===== src/rtl/imem_arb_pkg.sv =====
// Shared constants and types for the instruction-ROM port arbiter.
package imem_arb_pkg;

    localparam int unsigned DATA_WIDTH = 32;
    localparam logic [31:0] ROM_BASE   = 32'hBFC0_0000;
    localparam int unsigned ROM_BYTES  = 4096;

    // Which requester owns the ROM this cycle.
    typedef enum logic [1:0] {
        GNT_NONE,
        GNT_IF,
        GNT_LD
    } gnt_e;

    // One registered response toward a requester.
    typedef struct packed {
        logic                  valid;
        logic [DATA_WIDTH-1:0] data;
        logic                  err;
    } rsp_t;

endpackage


===== src/rtl/imem_port_arbiter_if.sv =====
// Request/response bundle between one ROM requester and the arbiter.
interface imem_port_arbiter_if #(
    parameter int unsigned DW = imem_arb_pkg::DATA_WIDTH
);
    logic          req_valid;
    logic [DW-1:0] req_addr;
    logic          req_ready;
    logic          rsp_valid;
    logic [DW-1:0] rsp_data;
    logic          rsp_err;

    // Requester side: issues the address, consumes the response pulse.
    modport master (
        output req_valid,
        output req_addr,
        input  req_ready,
        input  rsp_valid,
        input  rsp_data,
        input  rsp_err
    );

    // Arbiter side.
    modport slave (
        input  req_valid,
        input  req_addr,
        output req_ready,
        output rsp_valid,
        output rsp_data,
        output rsp_err
    );
endinterface


===== src/rtl/imem_range_check.sv =====
// Translates a CPU byte address into a ROM byte offset and flags
// addresses that are misaligned or fall outside the ROM window.
module imem_range_check #(
    parameter int unsigned AW    = imem_arb_pkg::DATA_WIDTH,
    parameter logic [31:0] BASE  = imem_arb_pkg::ROM_BASE,
    parameter int unsigned BYTES = imem_arb_pkg::ROM_BYTES
) (
    input  logic [AW-1:0] addr,
    output logic [AW-1:0] off,
    output logic          ok
);
    import imem_arb_pkg::*;

    localparam logic [AW-1:0] BASE_AW  = AW'(BASE);
    localparam logic [AW-1:0] LAST_OFF = AW'(BYTES - 4);

    // Wrapping subtract: addresses below the base land high and fail the compare.
    always_comb begin
        off = addr - BASE_AW;
        ok  = (addr[1:0] == 2'b00) && (off <= LAST_OFF);
    end
endmodule


===== src/rtl/imem_port_arbiter.sv =====
// Shares the asynchronous-read instruction ROM between fetch (IF) and the
// load path (LD). LD wins by default; a saturating counter of denied fetch
// cycles hands the port to IF once it reaches STARVE_LIMIT. Responses are
// registered and pulse for one cycle on the granted side.
module imem_port_arbiter #(
    parameter int unsigned DATA_WIDTH   = imem_arb_pkg::DATA_WIDTH,
    parameter logic [31:0] ROM_BASE     = imem_arb_pkg::ROM_BASE,
    parameter int unsigned ROM_BYTES    = imem_arb_pkg::ROM_BYTES,
    parameter int unsigned STARVE_LIMIT = 4
) (
    input  logic                  clk,
    input  logic                  rst_n,
    imem_port_arbiter_if.slave    if_port,
    imem_port_arbiter_if.slave    ld_port,
    output logic [DATA_WIDTH-1:0] rom_addr,
    input  logic [DATA_WIDTH-1:0] rom_dout
);
    import imem_arb_pkg::*;

    localparam int unsigned CNT_W = $clog2(STARVE_LIMIT + 1);
    localparam logic [CNT_W-1:0] CNT_MAX = CNT_W'(STARVE_LIMIT);

    gnt_e                  gnt;
    logic [DATA_WIDTH-1:0] gnt_addr;
    logic [DATA_WIDTH-1:0] gnt_off;
    logic                  gnt_ok;
    logic [DATA_WIDTH-1:0] gnt_data;

    logic [CNT_W-1:0] starve_cnt_d, starve_cnt_q;
    rsp_t             if_rsp_d, if_rsp_q;
    rsp_t             ld_rsp_d, ld_rsp_q;

    // Grant selection: starved fetch first, then load, then fetch alone.
    always_comb begin
        gnt = GNT_NONE;
        if (rst_n) begin
            if (if_port.req_valid && (starve_cnt_q == CNT_MAX)) begin
                gnt = GNT_IF;
            end else if (ld_port.req_valid) begin
                gnt = GNT_LD;
            end else if (if_port.req_valid) begin
                gnt = GNT_IF;
            end
        end
    end

    // Route the winning address through the single range checker.
    always_comb begin
        gnt_addr = '0;
        case (gnt)
            GNT_IF:  gnt_addr = if_port.req_addr;
            GNT_LD:  gnt_addr = ld_port.req_addr;
            default: gnt_addr = '0;
        endcase
    end

    imem_range_check #(
        .AW    (DATA_WIDTH),
        .BASE  (ROM_BASE),
        .BYTES (ROM_BYTES)
    ) u_range_check (
        .addr (gnt_addr),
        .off  (gnt_off),
        .ok   (gnt_ok)
    );

    // ROM address, readys and the word a bad address returns (zero).
    always_comb begin
        if_port.req_ready = (gnt == GNT_IF);
        ld_port.req_ready = (gnt == GNT_LD);
        rom_addr          = ((gnt != GNT_NONE) && gnt_ok) ? gnt_off : '0;
        gnt_data          = gnt_ok ? rom_dout : '0;
    end

    // Starvation count: grows while fetch waits, clears on grant or idle.
    always_comb begin
        starve_cnt_d = starve_cnt_q;
        if (!if_port.req_valid || if_port.req_ready) begin
            starve_cnt_d = '0;
        end else if (starve_cnt_q < CNT_MAX) begin
            starve_cnt_d = starve_cnt_q + 1'b1;
        end
    end

    // Next response: one pulse on the granted side only.
    always_comb begin
        if_rsp_d = '0;
        ld_rsp_d = '0;
        if (gnt == GNT_IF) begin
            if_rsp_d.valid = 1'b1;
            if_rsp_d.data  = gnt_data;
            if_rsp_d.err   = !gnt_ok;
        end
        if (gnt == GNT_LD) begin
            ld_rsp_d.valid = 1'b1;
            ld_rsp_d.data  = gnt_data;
            ld_rsp_d.err   = !gnt_ok;
        end
    end

    // State registers with synchronous active-low reset.
    always_ff @(posedge clk) begin
        if (!rst_n) begin
            starve_cnt_q <= '0;
            if_rsp_q     <= '0;
            ld_rsp_q     <= '0;
        end else begin
            starve_cnt_q <= starve_cnt_d;
            if_rsp_q     <= if_rsp_d;
            ld_rsp_q     <= ld_rsp_d;
        end
    end

    // Responses are masked while reset is low so a request accepted just
    // before reset never shows a pulse.
    always_comb begin
        if_port.rsp_valid = if_rsp_q.valid & rst_n;
        if_port.rsp_data  = rst_n ? if_rsp_q.data : '0;
        if_port.rsp_err   = if_rsp_q.err & rst_n;
        ld_port.rsp_valid = ld_rsp_q.valid & rst_n;
        ld_port.rsp_data  = rst_n ? ld_rsp_q.data : '0;
        ld_port.rsp_err   = ld_rsp_q.err & rst_n;
    end

endmodule


===== src/flat_wrapper.sv =====
// flat-port wrapper written by rule: the top's interface ports become plain ports
module imem_port_arbiter_flat import imem_arb_pkg::*;
#(
    parameter int unsigned DATA_WIDTH   = imem_arb_pkg::DATA_WIDTH,
    parameter logic [31:0] ROM_BASE     = imem_arb_pkg::ROM_BASE,
    parameter int unsigned ROM_BYTES    = imem_arb_pkg::ROM_BYTES,
    parameter int unsigned STARVE_LIMIT = 4
)
  (clk, rst_n, rom_addr, rom_dout, if_port_req_valid, if_port_req_addr, if_port_req_ready, if_port_rsp_valid, if_port_rsp_data, if_port_rsp_err, ld_port_req_valid, ld_port_req_addr, ld_port_req_ready, ld_port_rsp_valid, ld_port_rsp_data, ld_port_rsp_err);
  imem_port_arbiter_if #(.DW(32)) if_port_i ();
  imem_port_arbiter_if #(.DW(32)) ld_port_i ();
  input  logic clk;
  input  logic rst_n;
  output logic [DATA_WIDTH-1:0] rom_addr;
  input  logic [DATA_WIDTH-1:0] rom_dout;
  input wire logic [$bits(if_port_i.req_valid)-1:0] if_port_req_valid;
  input wire logic [$bits(if_port_i.req_addr)-1:0] if_port_req_addr;
  output wire logic [$bits(if_port_i.req_ready)-1:0] if_port_req_ready;
  output wire logic [$bits(if_port_i.rsp_valid)-1:0] if_port_rsp_valid;
  output wire logic [$bits(if_port_i.rsp_data)-1:0] if_port_rsp_data;
  output wire logic [$bits(if_port_i.rsp_err)-1:0] if_port_rsp_err;
  input wire logic [$bits(ld_port_i.req_valid)-1:0] ld_port_req_valid;
  input wire logic [$bits(ld_port_i.req_addr)-1:0] ld_port_req_addr;
  output wire logic [$bits(ld_port_i.req_ready)-1:0] ld_port_req_ready;
  output wire logic [$bits(ld_port_i.rsp_valid)-1:0] ld_port_rsp_valid;
  output wire logic [$bits(ld_port_i.rsp_data)-1:0] ld_port_rsp_data;
  output wire logic [$bits(ld_port_i.rsp_err)-1:0] ld_port_rsp_err;
  assign if_port_i.req_valid = if_port_req_valid;
  assign if_port_i.req_addr = if_port_req_addr;
  assign if_port_req_ready = if_port_i.req_ready;
  assign if_port_rsp_valid = if_port_i.rsp_valid;
  assign if_port_rsp_data = if_port_i.rsp_data;
  assign if_port_rsp_err = if_port_i.rsp_err;
  assign ld_port_i.req_valid = ld_port_req_valid;
  assign ld_port_i.req_addr = ld_port_req_addr;
  assign ld_port_req_ready = ld_port_i.req_ready;
  assign ld_port_rsp_valid = ld_port_i.rsp_valid;
  assign ld_port_rsp_data = ld_port_i.rsp_data;
  assign ld_port_rsp_err = ld_port_i.rsp_err;
  imem_port_arbiter #(.DATA_WIDTH(DATA_WIDTH), .ROM_BASE(ROM_BASE), .ROM_BYTES(ROM_BYTES), .STARVE_LIMIT(STARVE_LIMIT)) u_core (.clk(clk), .rst_n(rst_n), .if_port(if_port_i), .ld_port(ld_port_i), .rom_addr(rom_addr), .rom_dout(rom_dout));
endmodule

===== config.mk =====
export PLATFORM = sky130hd
export DESIGN_NAME = imem_port_arbiter_flat
export DESIGN_NICKNAME = d
export VERILOG_FILES = /design/src/rtl/imem_arb_pkg.sv /design/src/rtl/imem_port_arbiter_if.sv /design/src/rtl/imem_range_check.sv /design/src/rtl/imem_port_arbiter.sv /design/src/flat_wrapper.sv
export SDC_FILE = /design/constraint.sdc
export NUM_CORES = 1
export LEC_CHECK = 0
export CORE_ASPECT_RATIO = 1.75
export CORE_MARGIN = 4
export CORE_UTILIZATION = 38
export DETAILED_ROUTE_END_ITERATION = 7
export MAX_ROUTING_LAYER = met4
export PLACE_DENSITY = 0.84
export SLEW_MARGIN = 20
export SYNTH_ARGS = -nofsm -noshare
export SYNTH_HDL_FRONTEND = slang
export SYNTH_SLANG_ARGS = --single-unit

===== constraint.sdc =====
create_clock -name clk -period 7 [get_ports clk]
set_input_delay 1.4 -clock clk [delete_from_list [all_inputs] [get_ports clk]]
set_output_delay 1.4 -clock clk [all_outputs]
set_load 0.05 [all_outputs]

# --- After elaboration in Yosys (flattened, before gate mapping) ---
# Index checks and enable logic that the tools add are counted.
word_totals:
  register_bits: 71
  input_bits: 100
  output_inout_bits: 102
op_classes:
  add_sub_neg: 2
  magnitude_cmp: 2
  eq_ne: 3
  n_mux: 11
  n_bitwise: 5
  n_reduce_logical: 11
op_table:
  columns: ["op", "n"]
  rows:
  - ["$mux W32", 4]
  - ["$mux W34", 2]
  - ["$pmux W32 S2", 1]
  - ["$le A32 B12 Y1 const B", 1]
  - ["$sub A32 B32 Y32 const B", 1]
  - ["$mux W2", 3]
  - ["$and A1 B1 Y1", 4]
  - ["$reduce_and A2 Y1", 2]
  - ["$add A3 B1 Y3 const B", 1]
  - ["$eq A3 B3 Y1 const B", 1]
  - ["$logic_and A1 B1 Y1", 3]
  - ["$lt A3 B3 Y1 const B", 1]
  - ["$eq A2 B1 Y1 const B", 1]
  - ["$eq A2 B2 Y1 const B", 1]
  - ["$logic_not A1 Y1", 2]
  - ["$logic_not A2 Y1", 1]
  - ["$reduce_bool A2 Y1", 1]
  - ["$reduce_or A2 Y1", 1]
  - ["$logic_or A1 B1 Y1", 1]
  - ["$mux W1", 1]
  - ["$not A1 Y1", 1]

# --- Logic depth before layout (Yosys ltp) ---
logic_depth:
  depth_word: 11
  depth_mapped: 20
  mapped_depth_nobuf: 15

# --- Cells and area by module ---
# Synthesis repeated with hierarchy kept, for this count alone.
unflattened:
  hier_cells: 420
  hier_area_um2: 3664.8
modules_own_cells:
  columns: ["module", "instances", "cells_per_inst", "area_per_inst_um2", "seq_area_each_um2"]
  rows:
  - ["imem_port_arbiter", 1, 356, 3186.8, 1421.4]
  - ["imem_range_check", 1, 64, 478.0, 0.0]

# --- Least setup slack after synthesis ---
# Ideal clock, no wire load.
synth_timing:
  kind: "input-to-output"
  startpoint: "input port rst_n"
  endpoint: "output port rom_addr[22]"
  arrival_ns: 5.833
  slack_ns: -0.233
  path_stages: 18
  n_path_buf: 7
  cell_sequence: "clkbuf_1 > clkbuf_1 > nand3_1 > inv_1 > ha_1 > buf_6 > buf_4 > clkbuf_1 > a22oi_1 > nor2_1 > ha_1 > nor2b_1 > o211ai_1 > a2111oi_0 > o2111a_2 > buf_6 > buf_6 > nor3b_1"
synth_between:
  elab_chain_len: 8
  word_cells_on_any_way: 11
  cone_classes: "1 x add/sub; 1 x order compare; 2 x eq/ne; 3 x mux; 4 x reduce/logical"
synth_lines:
  columns: ["item", "line_no", "text"]
  rows:
  - ["start: declaration", "flat_wrapper.sv:13", "input logic rst_n;"]
  - ["$mux W2 *", "imem_port_arbiter.sv:36", "if (rst_n) begin"]
  - ["$eq A2 B2 Y1 *", null, null]
  - ["net ld_port_req_ready", "flat_wrapper.sv:24", "output wire logic [$bits(ld_port_i.req_ready)-1:0] ld_port_req_ready;"]
  - ["$pmux W32 S2 *", "imem_port_arbiter.sv:50", "case (gnt)"]
  - ["$sub A32 B32 Y32", "imem_range_check.sv:19", "off = addr - BASE_AW;"]
  - ["$le A32 B12 Y1", "imem_range_check.sv:20", "ok = (addr[1:0] == 2'b00) && (off <= LAST_OFF);"]
  - ["$logic_and A1 B1 Y1", "imem_range_check.sv:20", null]
  - ["$logic_and A1 B1 Y1", "imem_port_arbiter.sv:71", "rom_addr = ((gnt != GNT_NONE) && gnt_ok) ? gnt_off : '0;"]
  - ["$mux W32 *", "imem_port_arbiter.sv:71", null]
  - ["end: declaration", "flat_wrapper.sv:14", "output logic [DATA_WIDTH-1:0] rom_addr;"]
# Mark *: on every way through the listed nets, which the timed path passes. The rest lies on a longest branch.

# --- Worst setup path after layout ---
layout_timing:
  startpoint: "input port ld_port_req_valid"
  endpoint: "output port rom_addr[6]"
layout_between:
  elab_chain_len: 10
  word_cells_on_any_way: 13
  cone_classes: "1 x add/sub; 1 x order compare; 2 x eq/ne; 5 x mux; 4 x reduce/logical"
layout_lines:
  columns: ["item", "line_no", "text"]
  rows:
  - ["start: declaration", "flat_wrapper.sv:22", "input wire logic [$bits(ld_port_i.req_valid)-1:0] ld_port_req_valid;"]
  - ["$mux W2 *", "imem_port_arbiter.sv:39", "end else if (ld_port.req_valid) begin"]
  - ["$mux W2 *", "imem_port_arbiter.sv:37", "if (if_port.req_valid && (starve_cnt_q == CNT_MAX)) begin"]
  - ["$mux W2 *", "imem_port_arbiter.sv:36", null]
  - ["$eq A2 B2 Y1 / $eq A2 B1 Y1 (equally long branches)", "imem_port_arbiter.sv:50", null]
  - ["$pmux W32 S2", "imem_port_arbiter.sv:50", null]
  - ["$sub A32 B32 Y32", "imem_range_check.sv:19", null]
  - ["$le A32 B12 Y1", "imem_range_check.sv:20", null]
  - ["$logic_and A1 B1 Y1", "imem_range_check.sv:20", null]
  - ["$logic_and A1 B1 Y1", "imem_port_arbiter.sv:71", null]
  - ["$mux W32 *", "imem_port_arbiter.sv:71", null]
# Every way passes the cells marked *; elsewhere a longest branch is shown, timed or not.

==> impl_metrics.json <==
{
  "status": "finished, final reports clean",
  "endpoint_kind": "output pin",
  "area_growth_pct": 65.7,
  "hold_violations": 0,
  "avgSynthCellArea_um2": 9.29,
  "period_needed_ns": 6.66,
  "seq_power_share_pct": 40.7,
  "holdCritStartpoint": "u_core.starve_cnt_q[1]$_SDFFE_PP0N_",
  "hold_end": "u_core.starve_cnt_q[1]$_SDFFE_PP0N_",
  "port_buffers": 181,
  "cp_top_family": "compound AO/OA/AOI/OAI gates",
  "timing.rr.start": "u_core.starve_cnt_q[0]$_SDFFE_PP0N_",
  "wl_met2_mm": 5.48,
  "worstMarginPinSlew_ns": 0.540,
  "vias": 3138,
  "clockBufferDepth": 2,
  "highest-signal-layer": "met4",
  "cp_slowest_cell": "o2111a_2",
  "synth_area_um2": 3350,
  "antennaDiodeCount": 0,
  "cts_hold_buffers": 0,
  "die_area_um2": 10400,
  "critPathBufInv": 3,
  "finalSetupViolations": 0,
  "htree_levels": 3,
  "comb_power_share_pct": 12.9,
  "hpwlAfterDp_mm": 7.83,
  "drt_pass1_iterations": 4,
  "rr_endpoint": "u_core.if_rsp_q[2]$_SDFF_PN0_",
  "fin_tns_setup_ns": 0,
  "met3_length_um": 707,
  "synth_top_family_by_area": "simple AND/OR/NAND/NOR gates",
  "cp.depth": 14,
  "wl_mm": 10.0,
  "crit_chain": "clkdlybuf4s50_1 > nand2_1 > and3_1 > inv_1 > ha_1 > a22oi_1 > nor2_1 > ha_1 > nor2b_1 > o211ai_1 > a2111oi_0 > o2111a_2 > nor3b_2 > buf_12",
  "ys_seq_area_share_pct": 42.4,
  "post_cts_resized": 0,
  "synth_compound_area_share_pct": 9.11,
  "cts_inserted_buffers": 9,
  "postCtsSetupRepairBufs": 0,
  "synthArstFlopShare_pct": 0,
  "grt_pass1_wl_mm": 15.3,
  "synth_xor_area_share_pct": 0.523,
  "p_sw_mw": 0.225,
  "wl_met1_mm": 3.39,
  "p_clk_share_pct": 46.4,
  "antenna_found_initial": 0,
  "nets": 634,
  "critical_path.most_common_cell": "ha_1",
  "grt_max_degree": 72,
  "yosysWarnings": 0,
  "relSlewSlack_pct": 63.9,
  "drtAntennaViolNets": 0,
  "io_pins": 202,
  "ys_ff_latch": 71,
  "synthMuxAreaShare_pct": 0.299,
  "cts.sinks": 71,
  "critPathKind": "in2out",
  "r2r_cells": 16,
  "dp_cells": 634,
  "ir_drop_mv": 0.117,
  "place.gp.congestion": 0.993,
  "hold_ws_ns": 0.547,
  "fin_cells": 650,
  "drv_cap": 0,
  "synth_fa_ha_area_share_pct": 2.24,
  "drt_iter0_markers": 102,
  "yosys.area_share.simple_pct": 35.3,
  "hold_class": "reg2reg",
  "arrival_ns": 5.26,
  "fmax_ghz": 0.150,
  "grt_usage_pct": 19.2,
  "critPathMaxStageDelay_ns": 0.62,
  "floorplan.die.width_um": 79.0,
  "finalPower_mw": 0.999,
  "yosysUniqueCellTypes": 39,
  "cp_max_fo": 37,
  "vias_per_cell": 4.83,
  "clock-root-buffer": "clkbuf_16",
  "cp.required_ns": 5.60,
  "worst_skew_pair.late_latency_ns": 0.32,
  "maxSlewViolCount": 0,
  "synthCells": 361,
  "setup.worst_path.start": "ld_port_req_valid",
  "finalCritPeriodShare_pct": 95.2,
  "cts_tree": "built",
  "synth_edf_count": 0,
  "grt_pass1_vias": 3208,
  "cp-start-kind": "primary input",
  "start_util_pct": 38.7,
  "fp.dieH_um": 132,
  "rows": 45,
  "synthFlopType": "dfxtp_1",
  "rrSetupSlack_ns": 2.78,
  "core-area_um2": 8670,
  "swShare_pct": 22.5,
  "power_leakage_nw": 2.37,
  "drive_gt1_share_pct": 9.38,
  "rsz0062_at_grt": "no",
  "hold_depth": 2,
  "worst_clock_skew_ns": 0.00705,
  "p_int_mw": 0.774,
  "clkTransAtPathRegs_ns": 0.06,
  "overflow": 0,
  "routedWlPerCell_um": 15.5,
  "cellPowerDensity_nw_per_um2": 180,
  "post-route-drc-count": 0
}
-- Yosys cell counts (3+ instances only) --
cell type,number,area [um^2]
dfxtp_1,71,1420
and2_1,69,432
and3_1,65,407
buf_4,23,173
a22oi_1,21,158
clkbuf_1,17,63.8
nor3b_2,11,138
nor2_1,8,30.0
inv_1,7,26.3
nand3_1,7,35.0
nor4_1,7,43.8
ha_1,6,75.1
nand2_1,6,22.5
clkbuf_2,5,25.0
buf_6,4,45.0
nor2b_1,3,18.8
nor3b_1,3,22.5
-- state kept, by name (all words and copies together) (netlist names) --
register             flops
u_core.if_rsp_q         34
u_core.ld_rsp_q         34
u_core.starve_cnt_q      3
-- power by group through the flow --
| stage | clock network (mW) | logic, mW | registers, mW |
|---|---|---|---|
| after detailed placement | 0 | 0.128 | 0.415 |
| after floorplan | 0 | 0.0681 | 0.415 |
| final | 0.463 | 0.129 | 0.406 |
| after global placement | 0 | 0.126 | 0.415 |
| after global routing | 0.490 | 0.137 | 0.406 |
| after CTS | 0.472 | 0.129 | 0.406 |
-- cell usage in the layout, fill, tap and decap left out, drive strengths merged, types with 2 or more instances in the layout --
| cell type | instances |
|---|---|
| a22oi | 22 |
| o22ai | 2 |
| and3 | 65 |
| a31oi | 2 |
| clkbuf | 12 |
| and2 | 71 |
| nor3b | 14 |
| a2111oi | 2 |
| nand2 | 6 |
| clkdlybuf4s50 | 168 |
| conb | 20 |
| dfxtp | 71 |
| nor4 | 7 |
| nand3 | 7 |
| xor2 | 2 |
| nor2b | 3 |
| o21ai | 2 |
| ha | 6 |
| buf | 19 |
| o211ai | 2 |
| inv | 8 |
| nor2 | 8 |
-- cells by family after synthesis --
group / count (synthesis)
AOI/OAI and AO/OA: 39
adders and majority gates: 6
buffers and inverters: 57
muxes: 1
DFF: 71
xor gates and xnor gates: 2
and+or+nand+nor: 184
other: 1
-- cell type report --
type | instances | area (um^2)
Fill cell | 729 | 3120
Timing Repair Buffer | 187 | 1970
Multi-Input combinational cell | 252 | 1670
Sequential cell | 71 | 1420
Clock buffer | 12 | 267
Tap cell | 117 | 146
Clock inverter | 4 | 51.3
Inverter | 7 | 26.3
-- worst reg2reg max path, delay by kind of cell (launching register included) --
family	cells	cell delay, ns
simple gates	6	1.00
compound gates	4	1.36
flops	1	0.38
fa+ha+maj	3	0.87
buf+inv	3	0.55
-- stage by stage --
stage / worst slack (ns) / util [%] / instance area [um^2]
4_1_cts: 0.327 / 64.1 / 5550
6_report: 0.339 / 64.1 / 5550
3_3_place_gp: 0.555 / 60.4 / 5240
5_1_grt: 0.0355 / 64.1 / 5550
2_1_floorplan: 0.235 / - / 3430
3_5_place_dp: 0.344 / 60.4 / 5240
-- layer usage --
layer  vias up  GRT usage [%]
met5         -              -
met4         0           12.0
met3        29           4.04
met2       162           35.8
met1      1412           16.8
li1       1535              -
-- worst max-delay path by stage --
stage	endpoint	slack, ns
finish	rom_addr[6]	0.34
global route	rom_addr[4]	0.04
CTS	rom_addr[6]	0.33
detailed placement	rom_addr[6]	0.34
global placement	rom_addr[9]	0.56
floorplan	rom_addr[2]	0.23
(Power assumes the default switching activity.)
